===== src/rtl/icache.sv =====
// ============================================================================
// Module   : icache
// Purpose  : Direct-mapped, one-word-per-frame instruction cache. A hit in
//            IDLE returns the cached word in the same cycle. A miss latches
//            the word-aligned address and moves to FETCH, which holds the
//            memory read until iwait drops, then fills the frame.
// Ports    : CLK, nRST (synchronous, active-high reset)
//            iflush                 - invalidate every frame
//            imemREN, imemaddr      - datapath fetch request / address
//            ihit, imemload         - hit flag / instruction word (0 on miss)
//            iREN, iaddr            - memory read request / word address
//            iwait, iload           - memory busy / memory read data
//            hitcnt, misscnt        - statistics counters
// Config   : define ICACHE_STATS_EN to build the hit/miss counters;
//            without it hitcnt and misscnt are tied to 0.
// Revision : 1.0 - initial release
// ============================================================================
`default_nettype none

module icache #(
    parameter int SETS  = 16,
    parameter int IDX_W = $clog2(SETS)
) (
    input  logic        CLK,
    input  logic        nRST,
    input  logic        iflush,
    input  logic        imemREN,
    input  logic [31:0] imemaddr,
    output logic        ihit,
    output logic [31:0] imemload,
    output logic        iREN,
    output logic [31:0] iaddr,
    input  logic        iwait,
    input  logic [31:0] iload,
    output logic [31:0] hitcnt,
    output logic [31:0] misscnt
);

    localparam int TAG_W = 30 - IDX_W;

    typedef enum logic [0:0] {
        ST_IDLE  = 1'b0,
        ST_FETCH = 1'b1
    } state_t;

    state_t             r_state;
    logic [SETS-1:0]    r_valid;
    logic [TAG_W-1:0]   r_tag  [SETS];
    logic [31:0]        r_data [SETS];
    logic [29:0]        r_addr;     // latched word address of the fetch
    logic               r_drop;     // a flush was seen during this fetch

    logic [IDX_W-1:0]   w_idx;
    logic [TAG_W-1:0]   w_tag;
    logic [IDX_W-1:0]   w_fill_idx;
    logic [TAG_W-1:0]   w_fill_tag;
    logic               w_hit;
    logic               w_miss;
    logic               w_fill;
    logic               w_unused_ok;

    assign w_idx      = imemaddr[IDX_W+1:2];
    assign w_tag      = imemaddr[31:IDX_W+2];
    assign w_fill_idx = r_addr[IDX_W-1:0];
    assign w_fill_tag = r_addr[29:IDX_W];

    // Byte offset within the word has no effect on the lookup.
    assign w_unused_ok = ^imemaddr[1:0];

    // Flush wins over a hit in the same cycle.
    assign w_hit  = (r_state == ST_IDLE) && imemREN && !iflush &&
                    r_valid[w_idx] && (r_tag[w_idx] == w_tag);
    assign w_miss = (r_state == ST_IDLE) && imemREN && !w_hit;

    // Completion writes unless a flush arrived at any point during the fetch
    // (including the completion cycle itself) or reset is being applied.
    assign w_fill = (r_state == ST_FETCH) && !iwait && !r_drop && !iflush && !nRST;

    assign ihit     = w_hit;
    assign imemload = w_hit ? r_data[w_idx] : 32'h0;
    assign iREN     = (r_state == ST_FETCH);
    assign iaddr    = (r_state == ST_FETCH) ? {r_addr, 2'b00} : 32'h0;

    // Control state, latched address and valid bits.
    always_ff @(posedge CLK) begin
        if (nRST) begin
            r_state <= ST_IDLE;
            r_addr  <= '0;
            r_drop  <= 1'b0;
            r_valid <= '0;
        end else begin
            case (r_state)
                ST_IDLE: begin
                    if (w_miss) begin
                        r_state <= ST_FETCH;
                        r_addr  <= imemaddr[31:2];
                        r_drop  <= 1'b0;
                    end
                end
                ST_FETCH: begin
                    if (!iwait) begin
                        r_state <= ST_IDLE;
                    end else if (iflush) begin
                        r_drop <= 1'b1;
                    end
                end
                default: r_state <= ST_IDLE;
            endcase

            if (iflush) begin
                r_valid <= '0;
            end else if (w_fill) begin
                r_valid[w_fill_idx] <= 1'b1;
            end
        end
    end

    // Tag/data storage carries no reset; the valid bits qualify it.
    always_ff @(posedge CLK) begin
        if (w_fill) begin
            r_tag[w_fill_idx]  <= w_fill_tag;
            r_data[w_fill_idx] <= iload;
        end
    end

`ifdef ICACHE_STATS_EN
    logic [31:0] r_hitcnt;
    logic [31:0] r_misscnt;

    // w_hit only occurs in IDLE; w_miss is exactly the IDLE-to-FETCH step.
    always_ff @(posedge CLK) begin
        if (nRST) begin
            r_hitcnt  <= '0;
            r_misscnt <= '0;
        end else begin
            if (w_hit) begin
                r_hitcnt <= r_hitcnt + 32'd1;
            end
            if (w_miss) begin
                r_misscnt <= r_misscnt + 32'd1;
            end
        end
    end

    assign hitcnt  = r_hitcnt;
    assign misscnt = r_misscnt;
`else
    assign hitcnt  = 32'h0;
    assign misscnt = 32'h0;
`endif

endmodule

`default_nettype wire

===== config.mk =====
export PLATFORM = sky130hd
export DESIGN_NAME = icache
export DESIGN_NICKNAME = d
export VERILOG_FILES = /design/src/rtl/icache.sv
export SDC_FILE = /design/constraint.sdc
export NUM_CORES = 1
export LEC_CHECK = 0
export BUFFER_PORTS_ARGS = -buffer_cell sky130_fd_sc_hd__clkbuf_2
export CAP_MARGIN = 25
export CORE_AREA = 3 3 260 262
export CTS_BUF_LIST = sky130_fd_sc_hd__clkbuf_2 sky130_fd_sc_hd__clkbuf_4 sky130_fd_sc_hd__clkbuf_8
export DETAILED_ROUTE_END_ITERATION = 10
export DIE_AREA = 0 0 263 265
export GPL_ROUTABILITY_DRIVEN = 1
export PLACE_DENSITY = 0.79
export SYNTH_ARGS = -nofsm -noshare
export SYNTH_HDL_FRONTEND = slang
export SYNTH_SLANG_ARGS = --single-unit
export TNS_END_PERCENT = 30

===== constraint.sdc =====
create_clock -name CLK -period 16 [get_ports CLK]
set_clock_uncertainty 0.2 [all_clocks]
set_input_delay 1.6 -clock CLK [delete_from_list [all_inputs] [get_ports CLK]]
set_output_delay 1.6 -clock CLK [all_outputs]
set_load 0.01 [all_outputs]

==> out/qor.txt, run 1 <==
================================================================================
Number of vias in the routed layout                                       20.11k
Portion of total power attributed to the clock network                     38.8%
Placement Rows                                                                94
Resized Gates After CTS                                                        0
Maximum number of pins on one net before global-route repair                  96
Hold slack                                                              265.6 ps
Net switching power of the design                                       1.135 mW
Yosys top cell by area                                              sky130_fd_sc_hd__edfxtp_1
Sequential-to-total area share from yosys stat                            72.24%
Number of port buffers                                                       130
Share of synthesized flip-flops with an asynchronous set or reset             0%
Via count of the first global-routing pass                                20.85k
Die area                                                               69700 um2
Peak supply drop                                                      0.08823 mV
Slowest library cell on the worst path                              sky130_fd_sc_hd__buf_4
Post-synthesis cell count                                                   1930
Status                                                                 completed
Width of the chip                                                         263 um
Switching share of power                                                  22.18%
Required time reported for the critical path endpoint                   14200 ps
Cell types with the highest counts after synthesis                  sky130_fd_sc_hd__edfxtp_1 (928), sky130_fd_sc_hd__mux4_2 (222), sky130_fd_sc_hd__buf_4 (81)
Number of buffers on the longest clock path                                    3
Clock Root Buffer                                                   sky130_fd_sc_hd__clkbuf_8
# DRC                                                                          0
Clock buffer count from CTS                                                  149
Crit path arrival time                                                   6510 ps
Number of detailed-routing iterations run before antenna repair                5
Synth Register Bits                                                          976
Most used cell, CP                                                  sky130_fd_sc_hd__mux2i_1
Worst hold path class                                                    reg2reg
Slew @ Worst Pin                                                         1093 ps
Most frequent cell after synthesis                                  sky130_fd_sc_hd__edfxtp_1
Leakage power total                                                     14.74 nW
Final-report setup violation count                                             0
Warning count from the yosys run                                               0
Number of vias per cell after detailed routing                             6.453
# IOs                                                                        199
Share of the synthesized area in the top cell type                        69.83%
Cell variety after synth                                                      68
Mean post-synth cell area                                              20.68 um2
Dominant register cell in the synthesized netlist                   sky130_fd_sc_hd__edfxtp_1
Clock tree from TritonCTS                                                   done
Portion of total power attributed to combinational logic                    5.2%
Internal cell power                                                     3.982 mW
Post-route fraction of the period consumed by the critical path           51.94%
Worst-Skew Late Latency                                                   800 ps
Reg power frac                                                             56.0%
Filler Cells Inserted                                                       4134
Power density relative to cell area                                 116.3 nW/um2
Crit path cell chain                                                buf_8 > buf_4 > mux4_1 > mux2i_1 > mux2i_1 > xnor2_1 > or4b_1 > nor4_2 > nand4_4 > nor2b_1 > clkbuf_2
Initial antenna violation count                                                6
Largest stage delay on the critical path                                  760 ps
Number of levels the H-tree was split into                                     4
Remaining global-route overflow                                                0
Initial cell density of the core                                          60.81%
Maximum clock frequency                                                120.3 MHz
CTS Sinks                                                                    976
Combined buffer and inverter count along the critical path                     3
First-pass GRT wire length                                              132.5 mm
Kind of cell adding the most delay to the critical path             simple AND/OR/NAND/NOR gates
Number of max-slew violations in the final report                              0
Combined global-route utilization of all metal layers                     25.95%
Max-cap violations                                                             0
EDFF count, synth                                                            928
HPWL after detailed placement                                           46.96 mm
Routed wire length                                                      89.11 mm
DIE HEIGHT                                                                265 um
Post-synthesis cell area                                               39910 um2
Period minus WS final                                                    8311 ps
CP Capture Type                                                       output pin
Core ar.                                                               65630 um2
Fraction of layout cells with a size suffix above 1                       31.39%
CP startpoint kind                                                    input port
Average wire length per cell after detail routing                       28.59 um
Critical Setup Path Class                                                 in2out
Setup repair after global routing missed its margin                        false
Remaining max-slew budget at the tightest pin                             27.14%
Main area contributors after synthesis                              sky130_fd_sc_hd__edfxtp_1 (70%), sky130_fd_sc_hd__mux4_2 (13%), sky130_fd_sc_hd__dfxtp_1 (2.4%), sky130_fd_sc_hd__mux2i_1 (1.9%), sky130_fd_sc_hd__mux4_1 (1.9%)
Drt initial violations                                                      2320
Number of nets with antenna violations after routing                           0
Hold bufs inserted after CTS                                                   0
Area overhead of the layout relative to synthesis                         10.23%
Number of setup buffers added after CTS                                        0
Count of nets after finishing                                               2207
Clock-pin slew on the worst setup and hold paths                           60 ps
Setup TNS                                                                   0 ps
Maximum fanout count along the critical path                                  78
RD Place Congestion                                                       0.8125
Final hold violations                                                          0
================================================================================
## cells by family (layout without fill, tap and decap cells)
family                 after synthesis  count (layout)  share of synthesized area [%]
buffers and inverters              187             444                          3.455
AO/OA/AOI/OAI                      147             147                          3.195
XOR/XNOR                            36              36                         0.7901
flip-flops                         976             976                          72.24
multiplexers                       328             328                          16.37
AND/OR/NAND/NOR                    255             255                          3.944
other                                1              67                       0.009397
## layout by cell type (no fill, tap or decap), types with 4 or more instances in the layout
master / Yosys / final
sky130_fd_sc_hd__clkbuf_8: 7 / 157
sky130_fd_sc_hd__nor3_1: 10 / 6
sky130_fd_sc_hd__inv_6: 0 / 5
sky130_fd_sc_hd__clkbuf_2: 1 / 127
sky130_fd_sc_hd__nor2_1: 21 / 9
sky130_fd_sc_hd__xor2_1: 6 / 6
sky130_fd_sc_hd__nand3b_1: 30 / 30
sky130_fd_sc_hd__mux2i_1: 77 / 77
sky130_fd_sc_hd__a21oi_1: 4 / 4
sky130_fd_sc_hd__and2b_2: 28 / 28
sky130_fd_sc_hd__xnor2_1: 30 / 30
sky130_fd_sc_hd__buf_4: 81 / 38
sky130_fd_sc_hd__and2_1: 33 / 33
sky130_fd_sc_hd__a22oi_1: 11 / 11
sky130_fd_sc_hd__a41oi_1: 30 / 30
sky130_fd_sc_hd__and2b_1: 4 / 4
sky130_fd_sc_hd__nor3_2: 0 / 4
sky130_fd_sc_hd__edfxtp_1: 928 / 928
sky130_fd_sc_hd__mux4_1: 29 / 29
sky130_fd_sc_hd__nand4_1: 11 / 11
sky130_fd_sc_hd__clkbuf_4: 4 / 36
sky130_fd_sc_hd__nand2b_1: 6 / 6
sky130_fd_sc_hd__nand2_1: 49 / 49
sky130_fd_sc_hd__conb_1: 1 / 66
sky130_fd_sc_hd__o211ai_2: 30 / 30
sky130_fd_sc_hd__clkinv_2: 0 / 13
sky130_fd_sc_hd__a31oi_1: 32 / 32
sky130_fd_sc_hd__inv_8: 0 / 4
sky130_fd_sc_hd__a22o_1: 5 / 5
sky130_fd_sc_hd__nor2b_1: 38 / 37
sky130_fd_sc_hd__nor2_4: 0 / 12
sky130_fd_sc_hd__buf_12: 4 / 6
sky130_fd_sc_hd__or3_1: 4 / 4
sky130_fd_sc_hd__clkinv_1: 1 / 45
sky130_fd_sc_hd__dfxtp_1: 48 / 48
sky130_fd_sc_hd__o21a_1: 16 / 16
sky130_fd_sc_hd__mux4_2: 222 / 222
## state kept, by name, indices dropped and copies added, names as in the netlist
signal	count
r_addr	30
r_valid	16
r_drop	1
r_data	512
r_tag	416
iREN	1
## routing by layer
| layer | track usage, % | share of wire [%] |
|---|---|---|
| met5 | 0 | 0.037 |
| met1 | 36.08 | 37 |
| met3 | 6.061 | 10 |
| met2 | 41.25 | 50 |
| met4 | 9.164 | 2.6 |
## area by class of cell
class	instances	area (um2)	area share, %
repair buffers	176	1124	2.554
clock inverters	73	447.9	1.018
inverters	3	13.76	0.03129
multi-input cells	832	10080	22.91
well taps	864	1081	2.457
diodes	1	2.502	0.005688
clock buffers	192	2417	5.495
flip-flops and latches	976	28830	65.53
## power by group through the flow
stage | combinational [mW] | sequential [mW] | clock (mW)
after CTS | 0.267 | 2.86 | 2.02
after detailed placement | 0.266 | 2.92 | 0
final | 0.267 | 2.87 | 1.98
after floorplan | 0.205 | 2.90 | 0
after global placement | 0.258 | 2.91 | 0
after global routing | 0.286 | 2.87 | 2.14
## final timing paths
check,from,end,slack [ps],cells past startpoint
hold / removal,r_valid[6],r_valid[6],270,1
hold reg to reg,r_valid[6],r_valid[6],270,1
setup reg to reg,iREN,r_tag[5][11],11560,5
setup / recovery,imemaddr[2],imemload[16],7690,11
## metrics by stage
step                util (%)  power, mW  worst slack (ps)  cell area (um2)  cells
global route           67.03      5.290              7296            43990   3116
CTS                    66.91      5.149              7609            43910   3112
floorplan                  -      3.104              7811            40150   1995
global placement       62.45      3.170              7728            40980   2844
finish                 67.03      5.117              7689            43990   3117
detailed placement     62.55      3.183              7614            41050   2847
Note: power is estimated with default switching activity, not from simulation.
==> run 2, diff against run 1 <==
==> constraint.sdc (replaced) <==
create_clock -name CLK -period 8.1 [get_ports CLK]
set_clock_uncertainty 0.2 [all_clocks]
set_input_delay 0.81 -clock CLK [delete_from_list [all_inputs] [get_ports CLK]]
set_output_delay 0.81 -clock CLK [all_outputs]
set_load 0.01 [all_outputs]
==> run 2 against run 1 <==
Compared with the run above:
- largest cell class unchanged
- sequential share of layout area is 0.19 points lower
- sequential power increased by 97%
- non-clock buffer count grew 3
- combinational power increased by 100%
- routed wire length grew 1.3%
- critical path depth stayed put
- largest power group unchanged
- register-to-register slack lost 7800 ps
==> out/qor.txt, run 2 (synthesis gave the netlist of run 1 again) <==
==============================================================================
Number of max-slew violations in the final report                            0
Clock Root Buffer                                                 sky130_fd_sc_hd__clkbuf_8
Number of buffers on the longest clock path                                  3
Period minus WS final                                                  6280 ps
Hold bufs inserted after CTS                                                 0
Final-report setup violation count                                           0
Total power draw                                                      10.22 mW
Number of vias per cell after detailed routing                           6.452
# DRC                                                                        0
Resized Gates After CTS                                                      0
Filler Cells Inserted                                                     4089
DIE HEIGHT                                                              265 um
Critical Setup Path Class                                               in2out
Initial antenna violation count                                              8
Number of detailed-routing iterations run before antenna repair              5
Leakage power total                                                   14.82 nW
Most common library cell in the layout ignoring fill and taps     sky130_fd_sc_hd__edfxtp_1
Slowest library cell on the worst path                            sky130_fd_sc_hd__buf_4
Number of port buffers                                                     130
Maximum clock frequency                                              159.2 MHz
Width of the chip                                                       263 um
Peak supply drop                                                     0.1728 mV
Combined global-route utilization of all metal layers                   26.00%
Crit path cell chain                                              buf_6 > buf_4 > mux2i_1 > a22oi_1 > a31o_2 > a211oi_1 > nor2_1 > nor4_2 > nand4_4 > nor2b_1 > clkbuf_2
Initial cell density of the core                                        60.81%
Max-cap violations                                                           0
Required time reported for the critical path endpoint                  7090 ps
Top flop regs                                                     r_data: 512 flops, r_tag: 416 flops, r_addr: 30 flops
Status                                                               completed
Area overhead of the layout relative to synthesis                       10.55%
Number of setup buffers added after CTS                                      0
First-pass GRT wire length                                            132.8 mm
Core ar.                                                             65630 um2
Post-route insts no fill                                                  3132
Count of nets after finishing                                             2212
RD Place Congestion                                                     0.8173
Placement-stage cell area                                            41090 um2
Highest-count cells in the layout ignoring fill and taps          sky130_fd_sc_hd__edfxtp_1 (928), sky130_fd_sc_hd__mux4_2 (222), sky130_fd_sc_hd__clkbuf_8 (158)
Post-route core utilization                                             67.22%
Number of levels the H-tree was split into                                   4
Clock buffer count from CTS                                                151
Worst hold path class                                                   in2reg
HPWL after detailed placement                                         47.96 mm
Clock-pin slew on the worst setup and hold paths                         60 ps
Remaining global-route overflow                                              0
Maximum fanout count along the critical path                                67
Clock tree from TritonCTS                                                 done
# IOs                                                                      199
Kind of cell adding the most delay to the critical path           buffers and inverters
Number of nets with antenna violations after routing                         0
Via count of the first global-routing pass                              20.73k
Maximum number of pins on one net before global-route repair                84
Largest stage delay on the critical path                                840 ps
Number of flip-flops under the largest register name                       512
Worst-Skew Late Latency                                                 810 ps
Number of instances in the placed design                                  2852
Post-route fraction of the period consumed by the critical path         77.52%
Crit path arrival time                                                 5270 ps
Final hold violations                                                        0
CP Capture Type                                                     output pin
Placement Rows                                                              94
Slew @ Worst Pin                                                       1071 ps
Fraction of layout cells with a size suffix above 1                     32.32%
CP startpoint kind                                                  input port
Setup repair after global routing missed its margin                      false
Number of vias in the routed layout                                     20.21k
Power density relative to cell area                               231.7 nW/um2
Top reg by flops                                                        r_data
Setup TNS                                                                 0 ps
Routed wire length                                                    90.28 mm
Average wire length per cell after detail routing                     28.83 um
Final Instance Area                                                  44120 um2
Remaining max-slew budget at the tightest pin                           28.61%
CTS Sinks                                                                  976
Combined buffer and inverter count along the critical path                   3
Die area                                                             69700 um2
Drt initial violations                                                    2401
==============================================================================
run 2: power breakdown:
part | internal, mW | switching (mW) | total [mW]
combinational | 0.224 | 0.309 | 0.533
clock | 2.14 | 1.88 | 4.03
sequential | 5.58 | 0.0815 | 5.66
total | 7.95 | 2.27 | 10.2
run 2: worst paths after layout:
check	from	to	slack (ps)	cells after the start
setup / recovery	imemaddr[4]	imemload[17]	1820	11
hold / removal	iwait	iREN	140	3
hold reg to reg	r_valid[4]	r_valid[4]	260	1
setup reg to reg	iREN	r_data[3][5]	3810	5
run 2: area by class of cell:
| cell class | count | area (um2) | area share (%) |
|---|---|---|---|
| Clock buffer | 206 | 2535 | 5.746 |
| Timing Repair Buffer | 179 | 1122 | 2.544 |
| Clock inverter | 69 | 452.9 | 1.027 |
| Inverter | 3 | 13.76 | 0.03120 |
| Multi-Input combinational cell | 832 | 10080 | 22.84 |
| Tap cell | 864 | 1081 | 2.450 |
| Sequential cell | 976 | 28830 | 65.34 |
| Antenna cell | 3 | 7.507 | 0.01702 |
run 2: layer usage:
layer,part of all wire [%],routed length [um],GRT usage [%],vias up
li1,-,-,-,8342
met4,2.6,2345,8.836,4
met5,0.023,21,0,-
met1,38,33930,35.10,10500
met2,49,44640,41.36,1170
met3,10,9352,7.694,191
run 2: per-stage QoR:
| step | setup WS, ps | hold slack [ps] |
|---|---|---|
| finish | 1820 | 144.4 |
| global route | 1553 | 104.3 |
| CTS | 1785 | 74.40 |
| detailed placement | 1794 | 250.8 |
| global placement | 1917 | 241.9 |
| floorplan | 701.3 | 235.4 |
run 2: worst register-to-register path: stages, from the launching register on:
cell	delay (ps)
sky130_fd_sc_hd__dfxtp_1	320
sky130_fd_sc_hd__buf_4	380
sky130_fd_sc_hd__nor4bb_1	830
sky130_fd_sc_hd__or3b_2	640
sky130_fd_sc_hd__nor2_4	520
sky130_fd_sc_hd__buf_4	930
